**config.mk**
```make
export PLATFORM = sky130hd
export DESIGN_NAME = alu_cmd_ctrl
export DESIGN_NICKNAME = d
export VERILOG_FILES = /design/src/rtl/alu_cmd_ctrl.sv
export SDC_FILE = /design/constraint.sdc
export NUM_CORES = 1
export LEC_CHECK = 0
export CORE_MARGIN = 4
export CORE_UTILIZATION = 58
export CTS_CLUSTER_DIAMETER = 150
export DETAILED_ROUTE_END_ITERATION = 6
export GPL_ROUTABILITY_DRIVEN = 0
export PLACE_DENSITY = 0.84
export REMOVE_ABC_BUFFERS = 1
export SYNTH_ARGS = -nofsm -noshare
export SYNTH_HDL_FRONTEND = slang
export SYNTH_SLANG_ARGS = --single-unit
```
**constraint.sdc**
```tcl
create_clock -name clk_i -period 3.9 [get_ports clk_i]
set_input_delay 0.585 -clock clk_i [delete_from_list [all_inputs] [get_ports clk_i]]
set_output_delay 0.585 -clock clk_i [all_outputs]
set_load 0.005 [all_outputs]
```
**src/rtl/alu_cmd_ctrl.sv**
```systemverilog
// Command sequencer feeding a combinational 8-bit ALU: FIFO-buffered requests, registered
// operands, one-cycle result capture onto a valid/ready response port. Macro ALU_CMD_ERR_EN adds error flagging.
module alu_cmd_ctrl #(
  parameter int unsigned DEPTH = 4
) (
  input  logic                     clk_i,
  input  logic                     rst_i,
  input  logic                     cmd_valid_i,
  output logic                     cmd_ready_o,
  input  logic [2:0]               cmd_op_i,
  input  logic [7:0]               cmd_a_i,
  input  logic [7:0]               cmd_b_i,
  output logic [2:0]               alu_ctrl_o,
  output logic [7:0]               alu_data0_o,
  output logic [7:0]               alu_data1_o,
  input  logic [7:0]               alu_result_i,
  output logic                     rsp_valid_o,
  input  logic                     rsp_ready_i,
  output logic [7:0]               rsp_data_o,
  output logic                     rsp_err_o,
  output logic [$clog2(DEPTH):0]   count_o
);

  localparam int unsigned AW = $clog2(DEPTH);
  localparam int unsigned CW = AW + 1;

  typedef struct packed {
    logic [2:0] op;
    logic [7:0] a;
    logic [7:0] b;
  } cmd_t;

  typedef enum logic [1:0] {
    IDLE = 2'd0,
    EXEC = 2'd1,
    RESP = 2'd2
  } state_t;

  state_t         state_q, state_d;
  cmd_t           mem [DEPTH];
  logic [AW-1:0]  wr_ptr_q, rd_ptr_q;
  logic [CW-1:0]  count_d;
  logic           push_c, pop_c, cap_c, done_c, empty_c;
  logic [7:0]     cap_data_c;
  cmd_t           head_c;

  assign push_c  = cmd_valid_i & cmd_ready_o;
  assign empty_c = (count_o == '0);
  assign head_c  = mem[rd_ptr_q];

  // Occupancy update; ready is registered from the next count so a full FIFO never pushes through.
  always_comb begin
    count_d = count_o;
    case ({push_c, pop_c})
      2'b10:   count_d = count_o + CW'(1);
      2'b01:   count_d = count_o - CW'(1);
      default: count_d = count_o;
    endcase
  end

  always_ff @(posedge clk_i or posedge rst_i) begin
    if (rst_i) begin
      wr_ptr_q    <= '0;
      rd_ptr_q    <= '0;
      count_o     <= '0;
      cmd_ready_o <= 1'b1;
    end else begin
      if (push_c) wr_ptr_q <= wr_ptr_q + AW'(1);
      if (pop_c)  rd_ptr_q <= rd_ptr_q + AW'(1);
      count_o     <= count_d;
      cmd_ready_o <= (count_d < CW'(DEPTH));
    end
  end

  always_ff @(posedge clk_i) begin
    if (push_c) mem[wr_ptr_q] <= '{op: cmd_op_i, a: cmd_a_i, b: cmd_b_i};
  end

  // State register
  always_ff @(posedge clk_i or posedge rst_i) begin
    if (rst_i) state_q <= IDLE;
    else       state_q <= state_d;
  end

  // Next-state logic; the non-empty test uses the pre-edge count, so a same-edge push is not seen.
  always_comb begin
    state_d = state_q;
    case (state_q)
      IDLE:    if (!empty_c) state_d = EXEC;
      EXEC:    state_d = RESP;
      RESP:    if (rsp_valid_o && rsp_ready_i) state_d = empty_c ? IDLE : EXEC;
      default: state_d = IDLE;
    endcase
  end

  // Control strobes
  always_comb begin
    pop_c  = 1'b0;
    cap_c  = 1'b0;
    done_c = 1'b0;
    case (state_q)
      IDLE: pop_c = !empty_c;
      EXEC: cap_c = 1'b1;
      RESP: begin
        done_c = rsp_valid_o && rsp_ready_i;
        pop_c  = done_c && !empty_c;
      end
      default: ;
    endcase
  end

`ifdef ALU_CMD_ERR_EN
  logic cap_err_c;

  always_comb begin
    cap_data_c = alu_result_i;
    cap_err_c  = 1'b0;
    case (alu_ctrl_o)
      3'b011, 3'b100: begin
        if (alu_data1_o == 8'h00) begin
          cap_data_c = 8'hFF;
          cap_err_c  = 1'b1;
        end
      end
      3'b101, 3'b110, 3'b111: begin
        cap_data_c = 8'h00;
        cap_err_c  = 1'b1;
      end
      default: ;
    endcase
  end

  always_ff @(posedge clk_i or posedge rst_i) begin
    if (rst_i)      rsp_err_o <= 1'b0;
    else if (cap_c) rsp_err_o <= cap_err_c;
  end
`else
  assign cap_data_c = alu_result_i;
  assign rsp_err_o  = 1'b0;
`endif

  // ALU operand and response registers
  always_ff @(posedge clk_i or posedge rst_i) begin
    if (rst_i) begin
      alu_ctrl_o  <= 3'b000;
      alu_data0_o <= 8'h00;
      alu_data1_o <= 8'h00;
      rsp_valid_o <= 1'b0;
      rsp_data_o  <= 8'h00;
    end else begin
      if (pop_c) begin
        alu_ctrl_o  <= head_c.op;
        alu_data0_o <= head_c.a;
        alu_data1_o <= head_c.b;
      end
      if (cap_c) begin
        rsp_valid_o <= 1'b1;
        rsp_data_o  <= cap_data_c;
      end else if (done_c) begin
        rsp_valid_o <= 1'b0;
      end
    end
  end

endmodule
```
# After elaboration in Yosys (flattened, before gate mapping)
# Memory sizes are Yosys's and may differ from the RTL's. A register that Yosys moved wholly into a read port is not among the register bits.
# Cells that the tools add are included.
[word_totals]
register_bits = 19
latchBits = 0
ram_bits = 76
mem_bits_ro = 0
out_inout_bits = 33
elab_cells = 39
n_memories = 1
[memory_table]
columns = ["memory", "words", "word_bits", "read_ports", "rd_ports_with_merged_regs", "wr", "line", "source"]
rows = [
  ["mem", 4, 19, 1, 1, 1, "40", "cmd_t mem [DEPTH];"],
]
[op_classes]
addsub = 4
n_mul = 0
n_div = 0
n_lt_le_gt_ge = 1
eq_ne = 6
shift = 0
n_mux = 12
bitwise_logic = 1
n_reduce_logical = 7
[ops]
columns = ["operator", "count"]
rows = [
  ["2-to-1 mux 1 bit", 7],
  ["case mux 2 bit (3 select lines)", 1],
  ["case mux 3 bit (2 select lines)", 1],
  ["adder 2 x 1 -> 2 bit, second input constant", 2],
  ["equality test 2 x 1 -> 1 bit, second input constant", 2],
  ["equality test 2 bit, second input constant", 2],
  ["2-to-1 mux 2 bit", 2],
  ["!= test 2 bit, second input constant", 2],
  ["adder 3 x 1 -> 3 bit, second input constant", 1],
  ["logical NOT 3 bit", 1],
  ["< comparator 3 bit, second input constant", 1],
  ["subtractor 3 x 1 -> 3 bit, second input constant", 1],
  ["logical AND 1 bit", 2],
  ["logical NOT 2 bit", 1],
  ["case mux 1 bit (2 select lines)", 1],
  ["AND reduction 2 bit", 1],
  ["nonzero test 2 bit", 1],
  ["AND 1 bit", 1],
  ["logical NOT 1 bit", 1],
]

# Logic depth before layout (Yosys ltp)
# Gate-level depths: netlist (run 1).
[depth]
depth_word = 7
mapped_depth = 8
depth_no_buf = 7

# Worst setup path before layout (run 1)
# Ideal clock, no wire load.
[synth_path]
path_kind = "in2reg"
from = "input rsp_ready_i"
to = "register with a tool-made name"
setup_time_ps = 79
arrival_time_ps = 2022
required_time_ps = 3821
path_slack_ps = 1799
cell_stages = 8
n_path_buf = 1
path_cell_list = "a21boi_2 > nor3_2 > buf_6 > ha_1 > fa_1 > xnor2_1 > nor2_1 > xor2_1"
[synth_rtl]
columns = ["item", "line", "source"]
rows = [
  ["start: declaration", "18", "input logic rsp_ready_i,"],
]

# Final worst setup path (run 1)
[layout_path]
from = "register cmd_ready_o"
to = "output cmd_ready_o"
[layout_rtl]
columns = ["item", "line", "source"]
rows = [
  ["start: declaration", "9", "output logic cmd_ready_o,"],
  ["start signal: assignment", "71", "cmd_ready_o <= (count_d < CW'(DEPTH));"],
]
# No word-level cell between the ends.

==> results.json, run 1 <==
{
  "outcome": "finished, final reports clean",
  "cts_resized": 0,
  "n_antenna_cell": 0,
  "pwr-share-seq_pct": 37.7,
  "cap_violations": 0,
  "io_pins": 64,
  "drt-pass1-iter-count": 4,
  "yosysTopAreaCellShare_pct": 52.0,
  "p_switching_w": 0.00133,
  "async_flop_share_pct": 33.3,
  "via_per_inst": 5.54,
  "synth_seq_area_share_pct": 73.6,
  "routed_wl_mm": 8.25,
  "portBuffers": 62,
  "ctsHtreeMaxLevel": 4,
  "cp_max_fo": 6,
  "synth.most_common_cell": "edfxtp_1",
  "synth_top_cell_by_area": "edfxtp_1",
  "ctsHoldBuffers": 0,
  "cts_root_buf": "clkbuf_8",
  "fmax_mhz": 459,
  "relSlewSlack_pct": 32.0,
  "hp-class": "flop to flop",
  "hold_viol_final": 0,
  "setup_viol": 0,
  "synth.avg_cell_area_um2": 21.5,
  "syn_area_um2": 4390,
  "crit_arrival_ps": 1600,
  "synthMuxAreaShare_pct": 18.8,
  "crit_required_ps": 3310,
  "p_leak_nw": 2.14,
  "rsz0062_at_grt": "false",
  "multiInputGateArea_um2": 1080,
  "ff_latch_area_um2": 3230,
  "ys_top_cells_by_area": "edfxtp_1 (52%), dfrtp_1 (21%), mux4_2 (9.2%), mux2_4 (6.2%), mux2_2 (2.8%)",
  "cp_slowest_cell": "dfstp_2",
  "cts.path.max_buffers": 2,
  "overflow": 0,
  "max_stage_delay_ps": 580,
  "worstSetupPathType": "flop to primary output",
  "total_power_w": 0.00505,
  "dieArea_um2": 9030,
  "coreArea_um2": 7290,
  "finalCriticalPeriod_ps": 2180,
  "grtUsageTotal_pct": 21.0,
  "fin_worst_skew_ps": 8.87,
  "netlist_top_cells_count": "edfxtp_1 (76), dfrtp_1 (37), mux2_4 (18), mux4_2 (18), mux2_2 (11)",
  "wl_per_cell_um": 21.0,
  "cp.buffers_inverters": 1,
  "post-cts-setup-buffers": 0,
  "clkPwrFrac_pct": 32.1,
  "synthToLayoutAreaGrowth_pct": 30.6,
  "synthCells": 204,
  "final.setup.tns_ps": 0,
  "dp.cells": 361,
  "worstSkewPairLatency_ps": 510,
  "p_sw_share_pct": 26.4,
  "drive_gt1_share_pct": 29.3,
  "rows": 31,
  "endpoint_kind": "primary output",
  "ys_ff_latch": 114,
  "synth_top_family_by_area": "multiplexers",
  "cts_made_buffers": 17,
  "grt_pass1_wl_mm": 13.2,
  "nets": 318,
  "grt_pass1_vias": 2396,
  "path_clk_slew_ps": 60,
  "postRouteAntennaNets": 0,
  "start_util_pct": 60.2,
  "comb_power_share_pct": 30.3,
  "tritoncts": "done",
  "vias": 2177,
  "power_density_nw_per_um2": 880,
  "start_kind": "flop",
  "drc": 0,
  "synth_xor_area_share_pct": 1.40,
  "peakVddDrop_mv": 0.585,
  "drv_slew": 0,
  "fp.dieW_um": 95.0,
  "synth_cell_types": 27,
  "antenna_found_initial": 0,
  "crit_family": "flip-flops",
  "final_area_um2": 5730,
  "synth_compound_area_share_pct": 0.655,
  "intPower_w": 0.00371,
  "first_iter_violations": 115,
  "synthAdderAreaFrac_pct": 1.88,
  "cts_sinks": 114,
  "post-route-period-util_pct": 55.9,
  "grt_max_degree": 39,
  "nFillCells": 381,
  "hpwl_mm": 4.87,
  "timing.critical_path.cells": "clkdlybuf4s50_1",
  "worst_slew_pin_slew_ps": 1020,
  "synth-simple-area-share_pct": 1.74,
  "synth-main-ff-cell": "edfxtp_1",
  "ys_warn_count": 0,
  "synth-edff-count": 76,
  "placed_area_um2": 5100,
  "die_h_um": 95.0,
  "fin_cells": 393
}
[layer usage]
layer	track usage [%]	routed length [um]
met5	0	0
met4	10.2	171
met3	6.87	473
met2	34.7	4350
met1	25.0	3260
[stage by stage]
stage	setup slack, ps	hold WS (ps)	utilization, %
final	1720	488	78.6
after global routing	1660	506	78.6
after CTS	1690	491	78.6
after detailed placement	1350	482	70.0
after global placement	1420	459	70.0
after floorplan	777	452	-
[registers in the layout, indices dropped and copies added, names as in the netlist, named ones only]
register / flops
mem: 76
alu_data0_o: 8
alu_data1_o: 8
rsp_data_o: 8
alu_ctrl_o: 3
count_o: 2
rd_ptr_q: 2
state_q: 2
wr_ptr_q: 2
cmd_ready_o: 1
rsp_valid_o: 1
[worst paths after layout]
check	start	endpoint	slack, ps	depth (start not counted)
setup / recovery	cmd_ready_o$_DFF_PP1_	cmd_ready_o	1720	1
hold / removal	state_q[1]$_DFFE_PP0P_	rsp_valid_o$_DFFE_PP0P_	490	1
setup reg to reg	rd_ptr_q[0]$_DFFE_PP0P_	alu_data0_o[6]$_DFFE_PP0P_	1850	3
hold reg to reg	state_q[1]$_DFFE_PP0P_	rsp_valid_o$_DFFE_PP0P_	490	1
max in group asynchronous	rst_i	cmd_ready_o$_DFF_PP1_	3020	3
min in group asynchronous	rst_i	alu_data0_o[0]$_DFFE_PP0P_	510	3
[power by group through the flow]
stage | clock, W | sequential, W | combinational, W
after CTS | 0.00164 | 0.00191 | 0.00156
after detailed placement | 0 | 0.00191 | 0.00152
after global placement | 0 | 0.00189 | 0.00146
after floorplan | 0 | 0.00189 | 0.000910
final | 0.00162 | 0.00190 | 0.00153
after global routing | 0.00170 | 0.00195 | 0.00165
[cells in the final DEF (no fill, tap or decap), drive strengths merged]
cell type	count
a21boi	1
a21o	1
a21oi	1
and3	4
buf	3
bufinv	5
clkbuf	17
clkdlybuf4s50	62
clkinv	6
clkinvlp	5
conb	1
dfrtp	37
dfstp	1
edfxtp	76
fa	1
ha	5
inv	4
mux2	29
mux4	19
nand2	1
nor2	3
nor3	3
nor4b	1
o21ai	1
xnor2	4
xor2	3
[cell families (layout without fill, tap and decap cells)]
family / count (synthesis) / after routing
flops: 114 / 114
mux: 48 / 48
simple gates: 12 / 12
buf+inv: 12 / 102
xor+xnor: 7 / 7
fa+ha+maj: 6 / 6
compound gates: 4 / 4
other cells: 1 / 1
[cell type report]
class                      count  share of cell area (%)
sequential                   114                    56.4
tap                           99                    2.16
clock buffer                  17                    7.22
clock inverter                15                    3.75
multi-input combinational     78                    18.9
inverter                       5                   0.327
timing repair buffer          65                    11.2
Note: power is estimated with default switching activity, not from simulation.
==> run 2, diff against run 1 <==
--- a/config.mk
+++ b/config.mk
@@ -6,11 +6,11 @@
 export NUM_CORES = 1
 export LEC_CHECK = 0
 export CORE_MARGIN = 4
-export CORE_UTILIZATION = 58
+export CORE_UTILIZATION = 54
 export CTS_CLUSTER_DIAMETER = 150
 export DETAILED_ROUTE_END_ITERATION = 6
 export GPL_ROUTABILITY_DRIVEN = 0
-export PLACE_DENSITY = 0.84
+export PLACE_DENSITY = 0.79
 export REMOVE_ABC_BUFFERS = 1
 export SYNTH_ARGS = -nofsm -noshare
 export SYNTH_HDL_FRONTEND = slang
==> constraint.sdc (replaced) <==
create_clock -name clk_i -period 2.1 [get_ports clk_i]
set_input_delay 0.315 -clock clk_i [delete_from_list [all_inputs] [get_ports clk_i]]
set_output_delay 0.315 -clock clk_i [all_outputs]
set_load 0.005 [all_outputs]
==> run 2 against run 1 <==
  * Count of clock-buffer cells in the layout rose by 1
  * Via count up 1.4%
  * Combinational power grew 100%
  * Register-to-register slack worse by 1700 ps
  * Critical path depth up 6
  * Largest power group unchanged
==> results.json, run 2 (synthesis results as in run 1) <==
{
  "outcome": "finished, final reports clean",
  "largest_reg_flops": 76,
  "grt_pass1_vias": 2509,
  "nets": 333,
  "most-common-layout-cells": "edfxtp_1 (76), clkdlybuf4s50_1 (62), dfrtp_1 (37)",
  "rows": 32,
  "p_switching_w": 0.00253,
  "multiInputGateArea_um2": 1090,
  "final.setup.tns_ps": 0,
  "clkPwrFrac_pct": 31.1,
  "path_clk_slew_ps": 60,
  "tritoncts": "done",
  "overflow": 0,
  "routed_wl_mm": 8.24,
  "cp_max_fo": 4,
  "grt_pass1_wl_mm": 13.3,
  "rsz0062_at_grt": "false",
  "drc": 0,
  "grt_max_degree": 25,
  "cts_resized": 0,
  "cts_root_buf": "clkbuf_8",
  "relSlewSlack_pct": 62.4,
  "grtUsageTotal_pct": 18.5,
  "intPower_w": 0.00693,
  "wl_per_cell_um": 20.0,
  "first_iter_violations": 149,
  "post-cts-setup-buffers": 0,
  "ctsHoldBuffers": 0,
  "start_kind": "flop",
  "cts_made_buffers": 17,
  "ctsHtreeMaxLevel": 4,
  "start_util_pct": 56.3,
  "reg2reg_from": "count_o[1]$_DFFE_PP0N_",
  "ff_latch_area_um2": 3230,
  "hold_viol_final": 0,
  "antenna_found_initial": 0,
  "cts_sinks": 114,
  "cts.path.max_buffers": 2,
  "p_leak_nw": 2.23,
  "post-route-period-util_pct": 92.8,
  "fin_cells": 411,
  "power_density_nw_per_um2": 1610,
  "drv_slew": 0,
  "fp.dieW_um": 98.2,
  "drive_gt1_share_pct": 33.3,
  "comb_power_share_pct": 32.7,
  "hpwl_mm": 4.80,
  "cap_violations": 0,
  "reg2regPathDepth": 7,
  "vias": 2207,
  "via_per_inst": 5.37,
  "hp-class": "primary input to asynchronous set/reset pin",
  "worstSetupStartpoint": "count_o[1]$_DFFE_PP0N_",
  "postRouteAntennaNets": 0,
  "die_h_um": 98.2,
  "largest-register": "mem",
  "peakVddDrop_mv": 0.874,
  "setup_viol": 0,
  "worst_slew_pin_slew_ps": 564,
  "io_pins": 64,
  "drt-pass1-iter-count": 4,
  "crit_arrival_ps": 2380,
  "dp.cells": 379,
  "fin_worst_skew_ps": 6.70,
  "p_sw_share_pct": 26.8,
  "fmax_mhz": 513,
  "pwr-share-seq_pct": 36.2,
  "mostFrequentLayoutCell": "edfxtp_1",
  "reg2reg_slack_ps": 150,
  "worstSetupPathType": "flop to flop",
  "coreArea_um2": 7810,
  "nFillCells": 455,
  "crit_required_ps": 2530,
  "finalCriticalPeriod_ps": 1950,
  "portBuffers": 62,
  "endpoint_kind": "flop",
  "worstSkewPairLatency_ps": 510,
  "n_antenna_cell": 0,
  "dieArea_um2": 9640,
  "synthToLayoutAreaGrowth_pct": 33.6
}
## run 2: cell count changes in the layout (fill, tap and decap cells not counted), sizes merged
| cell | before | now |
|---|---|---|
| buf | 3 | 18 |
| clkinv | 6 | 4 |
| inv | 4 | 6 |
| bufinv | 5 | 4 |
| clkbuf | 17 | 18 |
## run 2: layout make-up
type	count	share of cell area, %
tap	102	2.18
clock inverter	14	3.18
multi-input combinational	78	18.6
clock buffer	18	7.29
sequential	114	55.1
timing repair buffer	80	13.3
inverter	5	0.320
## run 2: per-layer routing
layer  share of wire (%)  GRT usage, %
met2                  51          30.2
met5                   0             0
met4                 1.3          6.62
met3                 5.7          5.86
met1                  42          23.7
## run 2: through the flow
stage / util (%) / area [um2] / hold WS (ps) / total power [W] / setup WS, ps
floorplan: - / 4330 / 414 / 0.00519 / -933
global placement: 67.2 / 5250 / 471 / 0.00642 / -43.2
detailed placement: 67.2 / 5250 / 474 / 0.00652 / -85.8
CTS: 75.1 / 5860 / 205 / 0.00955 / 51.4
global route: 75.1 / 5870 / 231 / 0.00993 / 19.5
finish: 75.1 / 5870 / 186 / 0.00946 / 150
## run 2: worst max-delay path, stage by stage (launching register included)
cell and delay [ps]:
dfrtp_1 450, nor3_4 290, nor3_4 70, ha_1 210, fa_1 380, xnor2_1 130, nor2_1 180, xor2_1 160
## run 2: power by group through the flow
stage / Clock, W / Sequential (W) / Combinational [W]
floorplan: 0 / 0.00350 / 0.00169
global placement: 0 / 0.00341 / 0.00300
detailed placement: 0 / 0.00344 / 0.00308
CTS: 0.00299 / 0.00342 / 0.00314
global route: 0.00311 / 0.00350 / 0.00333
finish: 0.00295 / 0.00343 / 0.00309
## run 2: worst max-delay path by stage
stage | end | slack (ps) | cells past startpoint
final | flop | 150 | 7
after detailed placement | flop | -90 | 8
after global routing | flop | 20 | 7
after global placement | flop | -40 | 8
after CTS | flop | 50 | 7
after floorplan | count_o[1]$_DFFE_PP0N_ | -930 | 5
==> run 3, diff against run 2 <==
--- a/config.mk
+++ b/config.mk
@@ -8,6 +8,7 @@
 export CORE_MARGIN = 4
 export CORE_UTILIZATION = 54
 export CTS_CLUSTER_DIAMETER = 150
+export CTS_CLUSTER_SIZE = 12
 export DETAILED_ROUTE_END_ITERATION = 6
 export GPL_ROUTABILITY_DRIVEN = 0
 export PLACE_DENSITY = 0.79
==> results of run 3 <==
Same layout as run 2: the final DEF is identical, and so are final timing and power.
